==> config.mk <==
export PLATFORM = sky130hd
export DESIGN_NAME = pwm_config_regs
export DESIGN_NICKNAME = d
export VERILOG_FILES = /design/src/rtl/pwm_cfg_pkg.sv /design/src/rtl/pwm_cfg_frame_parser.sv /design/src/rtl/pwm_config_regs.sv
export SDC_FILE = /design/constraint.sdc
export NUM_CORES = 1
export LEC_CHECK = 0
export ABC_AREA = 0
export CORE_MARGIN = 2
export CORE_UTILIZATION = 35
export CTS_BUF_LIST = sky130_fd_sc_hd__clkbuf_16
export DETAILED_ROUTE_END_ITERATION = 8
export PLACE_DENSITY = 0.54
export SKIP_CTS_REPAIR_TIMING = 1
export SYNTH_ARGS = -nofsm -noshare
export SYNTH_HDL_FRONTEND = slang
export SYNTH_SLANG_ARGS = --single-unit
==> constraint.sdc <==
create_clock -name CLK -period 15.8 [get_ports CLK]
set_input_delay 4.74 -clock CLK [delete_from_list [all_inputs] [get_ports CLK]]
set_output_delay 4.74 -clock CLK [all_outputs]
set_load 0.02 [all_outputs]
==> src/rtl/pwm_cfg_pkg.sv <==
// Shared constants for the PWM configuration register bank.
// Register-select codes, parser state encoding and frequency codes.
package pwm_cfg_pkg;

  localparam logic [1:0] REG_SELECT = 2'b00;
  localparam logic [1:0] REG_COUNT  = 2'b01;
  localparam logic [1:0] REG_COMMIT = 2'b10;
  localparam logic [1:0] REG_RSVD   = 2'b11;

  localparam logic [2:0] ST_IDLE     = 3'd0;
  localparam logic [2:0] ST_SEL_DATA = 3'd1;
  localparam logic [2:0] ST_CNT_HI   = 3'd2;
  localparam logic [2:0] ST_CNT_LO   = 3'd3;
  localparam logic [2:0] ST_DISCARD  = 3'd4;

  localparam logic [7:0] FREQ_50HZ   = 8'd0;
  localparam logic [7:0] FREQ_120HZ  = 8'd1;
  localparam logic [7:0] FREQ_200HZ  = 8'd2;
  localparam logic [7:0] FREQ_400HZ  = 8'd3;
  localparam logic [7:0] FREQ_1000HZ = 8'd4;
  localparam logic [7:0] FREQ_2000HZ = 8'd5;
  localparam logic [7:0] FREQ_4000HZ = 8'd6;

  typedef struct packed {
    logic        en;
    logic        is_count;
    logic [5:0]  chan;
    logic [15:0] data;
  } cfg_wr_t;

  function automatic logic chan_ok(
    input logic [5:0] chan,
    input int         n
  );
    return {1'b0, chan} < 7'(n);
  endfunction

endpackage

==> src/rtl/pwm_cfg_frame_parser.sv <==
// Byte-stream frame parser: decodes address byte, collects data,
// emits shadow write strobes and a commit strobe.
module pwm_cfg_frame_parser
  import pwm_cfg_pkg::*;
#(
  parameter int Channels = 8
) (
  input  logic       clk,
  input  logic       rst_n,
  input  logic [7:0] rx_data,
  input  logic       rx_fire,
  input  logic       frame_start,
  output cfg_wr_t    wr,
  output logic       commit
`ifdef PWM_CFG_ERRCNT_EN
  ,
  output logic       err
`endif
);

  logic [2:0] state;
  logic [2:0] cur;
  logic [2:0] nxt;
  logic [5:0] chan_q;
  logic [7:0] temp_q;
  logic       ok;

  // A frame start overrides whatever state the parser was left in,
  // so a byte arriving with it is treated as an address byte.
  assign cur = frame_start ? ST_IDLE : state;
  assign ok  = chan_ok(rx_data[5:0], Channels);

  // Decode the accepted byte against the effective state.
  always_comb begin
    nxt    = cur;
    wr     = '0;
    commit = 1'b0;
    if (rx_fire) begin
      unique case (cur)
        ST_IDLE: begin
          unique case (rx_data[7:6])
            REG_SELECT: nxt = ok ? ST_SEL_DATA : ST_DISCARD;
            REG_COUNT:  nxt = ok ? ST_CNT_HI : ST_DISCARD;
            REG_COMMIT: begin
              commit = 1'b1;
              nxt    = ST_DISCARD;
            end
            default:    nxt = ST_DISCARD;
          endcase
        end
        ST_SEL_DATA: begin
          wr.en   = 1'b1;
          wr.chan = chan_q;
          wr.data = {8'h00, rx_data};
          nxt     = ST_DISCARD;
        end
        ST_CNT_HI: nxt = ST_CNT_LO;
        ST_CNT_LO: begin
          wr.en       = 1'b1;
          wr.is_count = 1'b1;
          wr.chan     = chan_q;
          wr.data     = {temp_q, rx_data};
          nxt         = ST_DISCARD;
        end
        default: nxt = ST_DISCARD;
      endcase
    end
  end

`ifdef PWM_CFG_ERRCNT_EN
  assign err = rx_fire && (cur == ST_IDLE) &&
               ((rx_data[7:6] == REG_RSVD) ||
                (!rx_data[7] && !ok));
`endif

  // State, latched channel and high count byte.
  always_ff @(posedge clk) begin
    if (!rst_n) begin
      state  <= ST_IDLE;
      chan_q <= '0;
      temp_q <= '0;
    end else begin
      state <= nxt;
      if (rx_fire && cur == ST_IDLE)
        chan_q <= rx_data[5:0];
      if (rx_fire && cur == ST_CNT_HI)
        temp_q <= rx_data;
    end
  end

endmodule

==> src/rtl/pwm_config_regs.sv <==
// PWM config bank: shadow registers, commit-on-period-boundary.
// Optional error counter enabled by PWM_CFG_ERRCNT_EN.
module pwm_config_regs
  import pwm_cfg_pkg::*;
#(
  parameter int          Channels      = 8,
  parameter logic [7:0]  DefaultSelect = FREQ_4000HZ,
  parameter logic [15:0] DefaultCount  = 16'd0
) (
  input  logic                   CLK,
  input  logic                   _RST,
  input  logic [7:0]             RxByte,
  input  logic                   RxValid,
  output logic                   RxReady,
  input  logic                   FrameStart,
  input  logic                   PeriodEnd,
  output logic [8*Channels-1:0]  SelectOut,
  output logic [16*Channels-1:0] CountOut,
  output logic                   CommitPending
`ifdef PWM_CFG_ERRCNT_EN
  ,
  output logic [7:0]             ErrCount
`endif
);

  logic [7:0]  sel_sh  [Channels];
  logic [15:0] cnt_sh  [Channels];
  logic [7:0]  sel_act [Channels];
  logic [15:0] cnt_act [Channels];

  cfg_wr_t wr;
  logic    commit;
  logic    rx_fire;
  logic    apply;
  logic    pend_q;
  logic    ready_q;

  assign rx_fire       = RxValid & ready_q;
  assign apply         = PeriodEnd & pend_q;
  assign RxReady       = ready_q;
  assign CommitPending = pend_q;

`ifdef PWM_CFG_ERRCNT_EN
  logic       err;
  logic [7:0] err_q;
`endif

  pwm_cfg_frame_parser #(
    .Channels (Channels)
  ) u_parser (
    .clk         (CLK),
    .rst_n       (_RST),
    .rx_data     (RxByte),
    .rx_fire     (rx_fire),
    .frame_start (FrameStart),
    .wr          (wr),
    .commit      (commit)
`ifdef PWM_CFG_ERRCNT_EN
    ,
    .err         (err)
`endif
  );

  // Shadow copies take parser writes for the addressed channel.
  always_ff @(posedge CLK) begin
    if (!_RST) begin
      for (int i = 0; i < Channels; i++) begin
        sel_sh[i] <= DefaultSelect;
        cnt_sh[i] <= DefaultCount;
      end
    end else if (wr.en) begin
      for (int i = 0; i < Channels; i++) begin
        if (wr.chan == 6'(i)) begin
          if (wr.is_count)
            cnt_sh[i] <= wr.data;
          else
            sel_sh[i] <= wr.data[7:0];
        end
      end
    end
  end

  // Active outputs copy every shadow at once on a pending boundary.
  always_ff @(posedge CLK) begin
    if (!_RST) begin
      for (int i = 0; i < Channels; i++) begin
        sel_act[i] <= DefaultSelect;
        cnt_act[i] <= DefaultCount;
      end
    end else if (apply) begin
      for (int i = 0; i < Channels; i++) begin
        sel_act[i] <= sel_sh[i];
        cnt_act[i] <= cnt_sh[i];
      end
    end
  end

  // Pending commit holds off the byte stream until it is applied.
  // Commit and apply never coincide since no byte is taken while
  // pending.
  always_ff @(posedge CLK) begin
    if (!_RST) begin
      pend_q  <= 1'b0;
      ready_q <= 1'b1;
    end else if (commit) begin
      pend_q  <= 1'b1;
      ready_q <= 1'b0;
    end else if (apply) begin
      pend_q  <= 1'b0;
      ready_q <= 1'b1;
    end
  end

  for (genvar g = 0; g < Channels; g++) begin : g_out
    assign SelectOut[8*g +: 8]  = sel_act[g];
    assign CountOut[16*g +: 16] = cnt_act[g];
  end

`ifdef PWM_CFG_ERRCNT_EN
  // Saturating count of invalid address bytes.
  always_ff @(posedge CLK) begin
    if (!_RST)
      err_q <= '0;
    else if (err && err_q != 8'hFF)
      err_q <= err_q + 8'd1;
  end

  assign ErrCount = err_q;
`endif

endmodule

Word-level counts from Yosys, hierarchy flattened
Memories as Yosys holds them, arrays and structs flattened.
Index checks and enable logic that the tools add are counted.
- input port bits: 13
- memory bits (writable): 384
- output and inout port bits: 194
- memories: 4
- bits in latches: 0
- bits in registers: 19
- logic and storage cells: 182
- ROM bits: 0
- memory list (name ; depth ; width ; rd ports ; clocked after memory_dff ; write ports ; line ; source):
    cnt_act ; 8 ; 16 ; 8 ; 0 ; 8 ; pwm_config_regs.sv:29 ; logic [15:0] cnt_act [Channels];
    cnt_sh ; 8 ; 16 ; 8 ; 0 ; 8 ; pwm_config_regs.sv:27 ; logic [15:0] cnt_sh [Channels];
    sel_act ; 8 ; 8 ; 8 ; 0 ; 8 ; pwm_config_regs.sv:28 ; logic [7:0] sel_act [Channels];
    sel_sh ; 8 ; 8 ; 8 ; 0 ; 8 ; pwm_config_regs.sv:26 ; logic [7:0] sel_sh [Channels];
- muxes and demuxes: 119
- reductions and logical operators: 7
- shift-type cells: 0
- $mul: 0
- equality and inequality tests: 12
- $add $sub $neg: 0
- div/mod/pow operators: 0
- bitwise operators: 34
- order comparisons: 1
- operator list (cell ; number):
    two-way mux 16 bit ; 16
    two-way mux 8 bit ; 16
    two-way mux 1 bit ; 79
    one-hot mux 22 bit (2 select lines) ; 1
    bitwise OR 1 bit ; 32
    == test 6 x 3 -> 1 bit (second input constant) ; 4
    two-way mux 24 bit ; 1
    == test 6 x 2 -> 1 bit (second input constant) ; 2
    two-way mux 3 bit ; 4
    one-hot mux 3 bit (2 select lines) ; 2
    == test 3 x 2 -> 1 bit (second input constant) ; 2
    == test 6 x 1 -> 1 bit (second input constant) ; 1
    zero test 6 bit ; 1
    < comparator 6 x 4 -> 1 bit (second input constant) ; 1
    == test 3 x 1 -> 1 bit (second input constant) ; 1
    zero test 3 bit ; 1
    AND 1 bit ; 2
    == test 2 x 1 -> 1 bit (second input constant) ; 1
    == test 2 bit (second input constant) ; 1
    logical AND 1 bit ; 2
    zero test 2 bit ; 1
    nonzero test 2 bit ; 1
    OR reduction 2 bit ; 1

Longest topological paths before layout
Gate-level depths: netlist of the first run.
- word-level depth: 11
- gate-level depth with buffers: 6
- gate-level depth less buffers: 3

By module
From an unflattened synthesis of the first run, not the netlist that was laid out.
- cells, all modules: 979
- area total of the unflattened synthesis: 15478.6 um^2
- modules (own cells, without submodules) (module ; seq. area each (um^2) ; area an instance (um^2) ; times used ; cells an instance):
    pwm_config_regs ; 11571.1 ; 14551.5 ; 1 ; 875
    pwm_cfg_frame_parser ; 340.3 ; 927.1 ; 1 ; 104

Worst setup path before layout of the first run
OpenSTA, ideal clock, no wires.
- kind: input to register
- from: input port _RST
- to: memory cnt_act[0][0] (enable)
- setup time: 1541 ps
- stages: 4
- arrival: 8628 ps
- slack: 5631 ps
- required time: 14259 ps
- cell sequence: buf_2 buf_1 clkbuf_1 nand2_1
- RTL lines (item ; line ; source):
    start, declared ; pwm_config_regs.sv:11 ; input logic _RST,
    end, declared ; pwm_config_regs.sv:29 ;

==> impl_metrics.env, run 1 <==
export IMPL_syn_num_nets=992
export IMPL_layout_min_cycle_time_ns=7.504
export IMPL_path_buf_inv=2
export IMPL_drtIter0Drc=537
export IMPL_power_density_nw_per_um2=122.5
export IMPL_place_ws_ns=7.705
export IMPL_ys_seq_area_frac=0.7957
export IMPL_yosysUniqueCellTypes=37
export IMPL_grt_pass1_vias=8440
export IMPL_synth_area_leader_cell="edfxtp_1"
export IMPL_layout_drive_gt1_share=0.06710
export IMPL_place_area_um2=17610
export IMPL_post_route_period_util=0.4750
export IMPL_grt_antenna_before_repair=0
export IMPL_post_layout_nonfiller_instances=1761
export IMPL_fp_dieArea_um2=44440
export IMPL_yosys_top_cells_count="edfxtp_1 (384), and2_1 (177), nor2_1 (114)"
export IMPL_syn_to_final_growth_pct=26.58
export IMPL_initial_utilization=0.3561
export IMPL_core_area_um2=42040
export IMPL_yosys_register_bits=403
export IMPL_grt_total_usage=0.1548
export IMPL_setup_viol=0
export IMPL_tns_ns=0
export IMPL_max_cap_violations=0
export IMPL_vias_per_cell=4.719
export IMPL_placedCellCount=1684
export IMPL_final_util=0.4507
export IMPL_gp_congestion=0.7342
export IMPL_fmax_mhz=133.3
export IMPL_synthArstFlopShare=0
export IMPL_worstSetupPathType="primary input to register"
export IMPL_status="finished clean"
export IMPL_vias=8311
export IMPL_ctsRootBufferMaster="clkbuf_16"
export IMPL_fin_ws_ns=8.296
export IMPL_rsz0062_at_grt="no"
export IMPL_ios=207
export IMPL_crit_chain="clkdlybuf4s50_1 > and4b_1 > buf_4 > nand4b_2 > o31ai_1"
export IMPL_dr_pass1_iters=5
export IMPL_startpoint_type="primary input"
export IMPL_finalHoldViolations=0
export IMPL_rows=75
export IMPL_grt_overflow=0
export IMPL_route_detailed_drc=0
export IMPL_clock_path_buffers=3
export IMPL_wl_per_cell_um=19.43
export IMPL_clock_sinks=403
export IMPL_relSlewSlack=0.1912
export IMPL_fin_skew_ns=0.01992
export IMPL_vdd_drop_max_v=0.00006465
export IMPL_worst_path_max_delay_cell="o31ai_1"
export IMPL_synth_area_per_cell_um2=15.29
export IMPL_path_delay_family="compound AO/OA/AOI/OAI gates"
export IMPL_die_h_um=210.8
export IMPL_power_leakage_nw=6.573
export IMPL_synth_top_area_share=0.7703
export IMPL_required_ns=15.96
export IMPL_hpwl_um=22070
export IMPL_postRouteWirelength_um=34210
export IMPL_cp_end_kind="register"
export IMPL_io_buffers=206
export IMPL_syn_area_um2=14970
export IMPL_crit_path_max_fanout=43
export IMPL_yosysMostFrequentCell="edfxtp_1"
export IMPL_max_stage_delay_ns=1.18
export IMPL_cts_tree="built"
export IMPL_antennaDiodeCount=0
export IMPL_slew_violations=0
export IMPL_syn_instance_count=979
export IMPL_nNetsFinal=1202
export IMPL_clkTransAtPathRegs_ns=0.06
export IMPL_grt_pass1_wl_um=51270
export IMPL_yosys_warnings=0
export IMPL_clk_latency_ns=0.55
export IMPL_hold_class="register to register"
export IMPL_worst_pin_slew_ns=1.201
export IMPL_grt_max_degree=103
export IMPL_final_area_um2=18950
export IMPL_htree_num_levels=2
export IMPL_numCtsBuffers=42
export IMPL_die_x_um=210.8
export IMPL_arrival_ns=7.66
export IMPL_synth_edf_count=384
export IMPL_ant_nets=0
export IMPL_fillCellCount=3741
export IMPL_yosys_top_cells_area="edfxtp_1 (77%), and2_1 (7.4%), nor2_1 (2.9%)"
export IMPL_synth_ff_type="edfxtp_1"
## cell usage in the layout, fill, tap and decap left out, types with 4 or more instances in the layout
cell type        count
dfxtp_1             19
nand3_1             30
clkinv_1             5
and2_1             177
buf_4               13
clkbuf_16           43
or4_1                4
clkinv_2            10
nand2_1             40
nor4b_1              5
inv_1               42
clkdlybuf4s50_1    205
or3_1               12
nor2_1             113
o21ai_1              6
a21oi_1             10
o21ai_0             12
mux2i_1              6
nand4_1             20
nand2b_1             9
bufinv_16            4
nor4_1              20
edfxtp_1           384
## tightest hold or removal path, stage by stage (launching register included)
cell      delay [ns]
dfxtp_1         0.32
nand2b_1        0.07
a21oi_1         0.06
## layout make-up
class	instances	area [µm²]	share of cell area
clock buffers	43	1076	0.05679
inverters	30	112.6	0.005943
flip-flops and latches	403	11910	0.6286
multi-input cells	494	2765	0.1459
well taps	539	674.4	0.03559
repair buffers	218	2150	0.1134
clock inverters	34	259.0	0.01367
## worst paths after layout
| path | startpoint | end | slack (ns) | cells past startpoint |
|---|---|---|---|---|
| max | RxValid | sel_sh[0][5] | 8.30 | 5 |
| min | CommitPending | CommitPending | 0.50 | 2 |
| max reg2reg | u_parser.state[0] | sel_sh[0][5] | 12.60 | 4 |
| min reg2reg | CommitPending | CommitPending | 0.50 | 2 |
## registers in the layout (all words and copies together), names as in the netlist
| signal | flops |
|---|---|
| sel_sh | 64 |
| cnt_act | 128 |
| u_parser.temp_q | 8 |
| u_parser.state | 3 |
| u_parser.chan_q | 6 |
| sel_act | 64 |
| CommitPending | 1 |
| RxReady | 1 |
| cnt_sh | 128 |
## through the flow
step                power, mW  hold slack, ns
floorplan               1.318          0.4679
global placement        1.383          0.4766
detailed placement      1.384          0.4911
CTS                     2.350          0.4989
global route            2.401          0.5171
finish                  2.321          0.4977
## metal layers
| metal | GRT usage | part of all wire | up-vias | wire, µm |
|---|---|---|---|---|
| met5 | 0 | 0 | - | 0 |
| met4 | 0.06217 | 0.030 | 0 | 1013 |
| met3 | 0.02914 | 0.051 | 64 | 1752 |
| met2 | 0.2499 | 0.48 | 250 | 16450 |
| met1 | 0.2073 | 0.44 | 4057 | 15000 |
| li1 | - | - | 3940 | - |
## power by group
group          switching, mW  internal, mW  leakage, nW
Clock                  0.402         0.559        0.706
Sequential            0.0151          1.21         4.03
Combinational         0.0857        0.0494         1.84
Total                  0.503          1.82         6.57
## cell families (layout without fill, tap and decap cells)
logic type | after synthesis | after routing | synth area share
AOI/OAI and AO/OA | 38 | 38 | 0.01429
buffers and inverters | 82 | 325 | 0.02123
DFF | 403 | 403 | 0.7957
muxes | 6 | 6 | 0.004012
and+or+nand+nor | 450 | 450 | 0.1647
(Power assumes the default switching activity.)
==> inputs of run 2 (changes only) <==
--- a/config.mk
+++ b/config.mk
@@ -10,7 +10,7 @@
 export CORE_UTILIZATION = 35
 export CTS_BUF_LIST = sky130_fd_sc_hd__clkbuf_16
 export DETAILED_ROUTE_END_ITERATION = 8
-export PLACE_DENSITY = 0.54
+export PLACE_DENSITY = 0.56
 export SKIP_CTS_REPAIR_TIMING = 1
 export SYNTH_ARGS = -nofsm -noshare
 export SYNTH_HDL_FRONTEND = slang
==> constraint.sdc (replaced) <==
create_clock -name CLK -period 6.9 [get_ports CLK]
set_input_delay 2.07 -clock CLK [delete_from_list [all_inputs] [get_ports CLK]]
set_output_delay 2.07 -clock CLK [all_outputs]
set_load 0.02 [all_outputs]
==> run 2 against run 1 <==
Largest power group unchanged. Clock power increased by 140%. Critical endpoint is now sel_sh[1][2]. Global-route usage fell by 0.055 points. Die area did not move. Highest routed layer unchanged. Non-clock buffer count rose by 2. Clock skew is 0.011 ns lower. Routed wire length fell by 0.26%. Register-to-register slack lost 8.6 ns. Sequential share of layout area fell by 0.34 points. Sequential power rose by 130%.
==> impl_metrics.env, run 2 (same netlist as run 1, synthesis figures left out) <==
export IMPL_post_route_period_util=0.6619
export IMPL_final_util=0.4532
export IMPL_fp_dieArea_um2=44440
export IMPL_crit_chain="clkdlybuf4s50_1 > and4b_1 > nand4b_2 > or4_1"
export IMPL_startpoint="RxValid"
export IMPL_fmax_mhz=218.9
export IMPL_cp_endpoint="sel_sh[1][2]"
export IMPL_hold_class="register to register"
export IMPL_cts_tree="built"
export IMPL_startpoint_type="primary input"
export IMPL_layout_commonest_cell="edfxtp_1"
export IMPL_multi_input_area_um2=2778
export IMPL_top_regs="cnt_act (128), cnt_sh (128)"
export IMPL_rows=75
export IMPL_numCtsBuffers=43
export IMPL_fillCellCount=3748
export IMPL_status="finished clean"
export IMPL_clk_latency_ns=0.55
export IMPL_ant_nets=0
export IMPL_arrival_ns=4.85
export IMPL_rr_worst_depth=3
export IMPL_path_buf_inv=1
export IMPL_gp_congestion=0.7431
export IMPL_nNetsFinal=1205
export IMPL_dr_pass1_iters=4
export IMPL_grt_overflow=0
export IMPL_grt_max_degree=122
export IMPL_grt_pass1_vias=8385
export IMPL_vias_per_cell=4.721
export IMPL_route_detailed_drc=0
export IMPL_wl_per_cell_um=19.40
export IMPL_ios=207
export IMPL_layout_min_cycle_time_ns=4.567
export IMPL_crit_path_max_fanout=28
export IMPL_mostFrequentLayoutCells="edfxtp_1 (384), clkdlybuf4s50_1 (205), and2_1 (177)"
export IMPL_initial_utilization=0.3561
export IMPL_slew_violations=0
export IMPL_hpwl_um=22220
export IMPL_required_ns=7.18
export IMPL_grt_antenna_before_repair=0
export IMPL_clock_path_buffers=3
export IMPL_max_cap_violations=0
export IMPL_cp_end_kind="register"
export IMPL_vias=8305
export IMPL_postRouteWirelength_um=34120
export IMPL_syn_to_final_growth_pct=27.27
export IMPL_tns_ns=0
export IMPL_setup_viol=0
export IMPL_ctsRootBufferMaster="clkbuf_16"
export IMPL_worst_pin_slew_ns=1.233
export IMPL_crit_reg2reg_launch="u_parser.state[0]"
export IMPL_fin_skew_ns=0.008852
export IMPL_power_density_nw_per_um2=283.4
export IMPL_grt_total_usage=0.1542
export IMPL_power_leakage_nw=6.619
export IMPL_worst_path_max_delay_cell="nand4b_2"
export IMPL_die_h_um=210.8
export IMPL_final_area_um2=19050
export IMPL_core_area_um2=42040
export IMPL_r2r_end="sel_sh[1][2]"
export IMPL_place_area_um2=17650
export IMPL_htree_num_levels=2
export IMPL_io_buffers=206
export IMPL_die_x_um=210.8
export IMPL_clkTransAtPathRegs_ns=0.06
export IMPL_max_stage_delay_ns=0.77
export IMPL_power_mw=5.398
export IMPL_seq_area_um2=11910
export IMPL_worstSetupPathType="primary input to register"
export IMPL_path_delay_family="simple AND/OR/NAND/NOR gates"
export IMPL_antennaDiodeCount=0
export IMPL_drtIter0Drc=482
export IMPL_clock_sinks=403
export IMPL_grt_pass1_wl_um=50610
export IMPL_relSlewSlack=0.1669
export IMPL_finalHoldViolations=0
export IMPL_vdd_drop_max_v=0.0001660
export IMPL_layout_drive_gt1_share=0.06639
export IMPL_reg2reg_slack_ns=3.96
export IMPL_crit_cells=4
export IMPL_rsz0062_at_grt="no"
## run 2: cell count changes in the layout (fill, tap and decap cells not counted)
cell	before	now
buf_4	13	14
clkbuf_16	43	45
o21ai_2	2	3
buf_12	0	1
inv_1	42	44
clkinv_1	5	3
bufinv_16	4	6
nand2_4	1	0
clkinv_2	10	4
o21ai_1	6	5
nand2_8	0	1
inv_6	2	0
## run 2: through the flow
| stage | cells | hold slack [ns] | setup slack [ns] |
|---|---|---|---|
| after floorplan | 979 | 0.4679 | 1.350 |
| after global placement | 1686 | 0.4776 | 1.624 |
| after detailed placement | 1686 | 0.4906 | 1.531 |
| after CTS | 1759 | 0.4975 | 2.129 |
| after global routing | 1759 | 0.5149 | 2.107 |
| final | 1759 | 0.4950 | 2.333 |
## run 2: cell type report
class                           instances  share of cell area
Multi-Input combinational cell        494              0.1458
Sequential cell                       403              0.6252
Timing Repair Buffer                  220              0.1143
Inverter                               30            0.005911
Clock buffer                           45             0.05911
Tap cell                              539             0.03540
Clock inverter                         28             0.01425
## run 2: worst min-delay path by stage
stage | endpoint | cells after the start | start | slack (ns)
2_1_floorplan | u_parser.chan_q[1] | 2 | u_parser.chan_q[1] | 0.47
3_3_place_gp | u_parser.chan_q[0] | 2 | u_parser.chan_q[0] | 0.48
3_5_place_dp | sel_act[0][1] | 1 | sel_sh[0][1] | 0.49
4_1_cts | u_parser.chan_q[0] | 2 | u_parser.chan_q[0] | 0.50
5_1_grt | sel_act[0][18] | 1 | sel_sh[0][18] | 0.51
6_report | u_parser.chan_q[0] | 2 | u_parser.chan_q[0] | 0.50
## run 2: tightest hold or removal path, cell delays in order (launching register included)
cell     delay (ns)
dfxtp_1        0.33
nand2_1        0.06
mux2i_1        0.06
## run 2: per-layer routing
metal  global-route usage  up-vias  part of all wire
li1                     -     3940                 -
met1               0.2013     4091              0.44
met2               0.2556      218              0.49
met3              0.03568       56             0.055
met4              0.04978        0             0.022
met5                    0        -                 0
## run 2: where the power goes
| part | switching [mW] | leakage, nW | internal (mW) |
|---|---|---|---|
| Clock | 0.891 | 0.734 | 1.39 |
| Sequential | 0.0342 | 4.03 | 2.77 |
| Combinational | 0.197 | 1.85 | 0.115 |
| Total | 1.12 | 6.62 | 4.28 |
==> inputs of run 3 (changes only) <==
==> constraint.sdc (replaced) <==
create_clock -name CLK -period 4 [get_ports CLK]
set_input_delay 1.2 -clock CLK [delete_from_list [all_inputs] [get_ports CLK]]
set_output_delay 1.2 -clock CLK [all_outputs]
set_load 0.02 [all_outputs]
==> run 3 against run 2 <==
Via count increased by 1.3%. Worst setup slack got worse by 1.3 ns. Utilization increased by 0.20 points. Cell area increased by 0.45%. Critical path depth unchanged. Critical endpoint is now cnt_sh[1][38]. Largest power group unchanged.
==> impl_metrics.env, run 3 (same netlist as run 1, synthesis figures left out) <==
export IMPL_mostFrequentLayoutCells="edfxtp_1 (384), clkdlybuf4s50_1 (205), and2_1 (177)"
export IMPL_holdWs_ns=0.4982
export IMPL_fmax_mhz=337.8
export IMPL_route_detailed_drc=0
export IMPL_reg2reg_slack_ns=1.27
export IMPL_clock_sinks=403
export IMPL_setup_viol=0
export IMPL_antennaDiodeCount=0
export IMPL_power_leakage_nw=6.664
export IMPL_grtUsageMet1=0.2173
export IMPL_hpwl_um=22890
export IMPL_rows=75
export IMPL_grt_pass1_vias=8583
export IMPL_busiest_layer="met2"
export IMPL_layout_commonest_cell="edfxtp_1"
export IMPL_seqPwrFrac=0.527
export IMPL_tns_ns=0
export IMPL_seq_area_um2=11910
export IMPL_slew_violations=0
export IMPL_cts_tree="built"
export IMPL_ctsRootBufferMaster="clkbuf_16"
export IMPL_p_comb_frac=0.061
export IMPL_startpoint="FrameStart"
export IMPL_switchingPower_mw=1.980
export IMPL_post_route_period_util=0.7402
export IMPL_rsz0062_at_grt="no"
export IMPL_place_area_um2=17800
export IMPL_grt_pass1_wl_um=52360
export IMPL_vias=8416
export IMPL_swShare=0.2157
export IMPL_grt_overflow=0
export IMPL_post_layout_nonfiller_instances=1775
export IMPL_numCtsBuffers=43
export IMPL_max_stage_delay_ns=0.66
export IMPL_die_x_um=210.8
export IMPL_cp_end_kind="register"
export IMPL_multi_input_area_um2=2774
export IMPL_die_h_um=210.8
export IMPL_placedCellCount=1701
export IMPL_power_frac_clock=0.413
export IMPL_met2_usage=0.2531
export IMPL_hold_class="register to register"
export IMPL_clk_latency_ns=0.54
export IMPL_ant_nets=0
export IMPL_final_util=0.4552
export IMPL_fillCellCount=3743
export IMPL_dr_pass1_iters=5
export IMPL_arrival_ns=3.30
export IMPL_met3_usage=0.02959
export IMPL_final_area_um2=19140
export IMPL_fp_dieArea_um2=44440
export IMPL_io_buffers=206
export IMPL_place_ws_ns=0.5328
export IMPL_ios=207
export IMPL_postRouteWirelength_um=34820
export IMPL_worstSetupPathType="primary input to register"
export IMPL_core_area_um2=42040
export IMPL_required_ns=4.34
export IMPL_initial_utilization=0.3561
export IMPL_grt_max_degree=103
export IMPL_cp_endpoint="cnt_sh[1][38]"
export IMPL_top_regs="cnt_act (128), cnt_sh (128)"
export IMPL_relSlewSlack=0.3657
export IMPL_fin_skew_ns=0.01306
export IMPL_grt_antenna_before_repair=0
export IMPL_gp_congestion=0.7514
export IMPL_vdd_drop_max_v=0.0002413
export IMPL_power_density_nw_per_um2=479.7
export IMPL_status="finished clean"
export IMPL_nNetsFinal=1220
export IMPL_clkTransAtPathRegs_ns=0.06
export IMPL_power_mw=9.179
export IMPL_r2r_end="cnt_sh[0][22]"
export IMPL_crit_reg2reg_launch="u_parser.chan_q[2]"
export IMPL_vias_per_cell=4.741
export IMPL_worst_pin_slew_ns=0.9443
export IMPL_rr_worst_depth=5
export IMPL_grt_total_usage=0.1572
export IMPL_clock_path_buffers=3
export IMPL_layout_drive_gt1_share=0.07605
export IMPL_htree_num_levels=2
export IMPL_syn_to_final_growth_pct=27.83
export IMPL_fin_ws_ns=1.039
export IMPL_drtIter0Drc=522
export IMPL_max_cap_violations=0
export IMPL_crit_chain="clkdlybuf4s50_1 > and2b_1 > nand3_1 > inv_1"
export IMPL_wl_per_cell_um=19.61
export IMPL_internal_power_mw=7.200
export IMPL_layout_min_cycle_time_ns=2.961
export IMPL_worst_path_max_delay_cell="clkdlybuf4s50_1"
export IMPL_finalHoldViolations=0
export IMPL_crit_path_max_fanout=14
export IMPL_startpoint_type="primary input"
==> run 3: cell types whose count changed in the layout (fill, tap and decap cells not counted), moves of 2 or more <==
cell / before / now
buf_4: 14 / 26
clkinv_1: 3 / 7
buf_12: 1 / 4
bufinv_16: 6 / 3
clkinv_4: 0 / 2
inv_1: 44 / 42
==> run 3: worst min path at each step <==
stage / from / to / depth (start not counted)
2_1_floorplan: u_parser.chan_q[1] / u_parser.chan_q[1] / 2
3_3_place_gp: u_parser.chan_q[0] / u_parser.chan_q[0] / 2
3_5_place_dp: sel_sh[1][9] / sel_act[1][9] / 1
4_1_cts: u_parser.chan_q[1] / u_parser.chan_q[1] / 2
5_1_grt: CommitPending / CommitPending / 2
6_report: u_parser.chan_q[1] / u_parser.chan_q[1] / 2
==> run 3: layout make-up <==
type,count,share of cell area
Inverter,30,0.005885
Clock buffer,45,0.05885
Clock inverter,29,0.01098
Sequential cell,403,0.6225
Tap cell,539,0.03524
Multi-Input combinational cell,494,0.1450
Timing Repair Buffer,235,0.1216
==> run 3: worst max-delay path: cells and delay by family <==
kind	cells	cell delay, ns
buffers and inverters	2	0.99
AND/OR/NAND/NOR	2	1.10
==> run 3: power by group through the flow <==
stage,combinational [mW],clock [mW],sequential [mW]
finish,0.558,3.79,4.83
global route,0.593,4.03,4.85
CTS,0.566,3.88,4.84
detailed placement,0.563,0,4.92
global placement,0.559,0,4.93
floorplan,0.162,0,5.03
==> run 3: routing by layer <==
layer	vias up	part of all wire
li1	3962	-
met1	4139	0.45
met2	255	0.47
met3	60	0.055
met4	0	0.024
met5	-	0
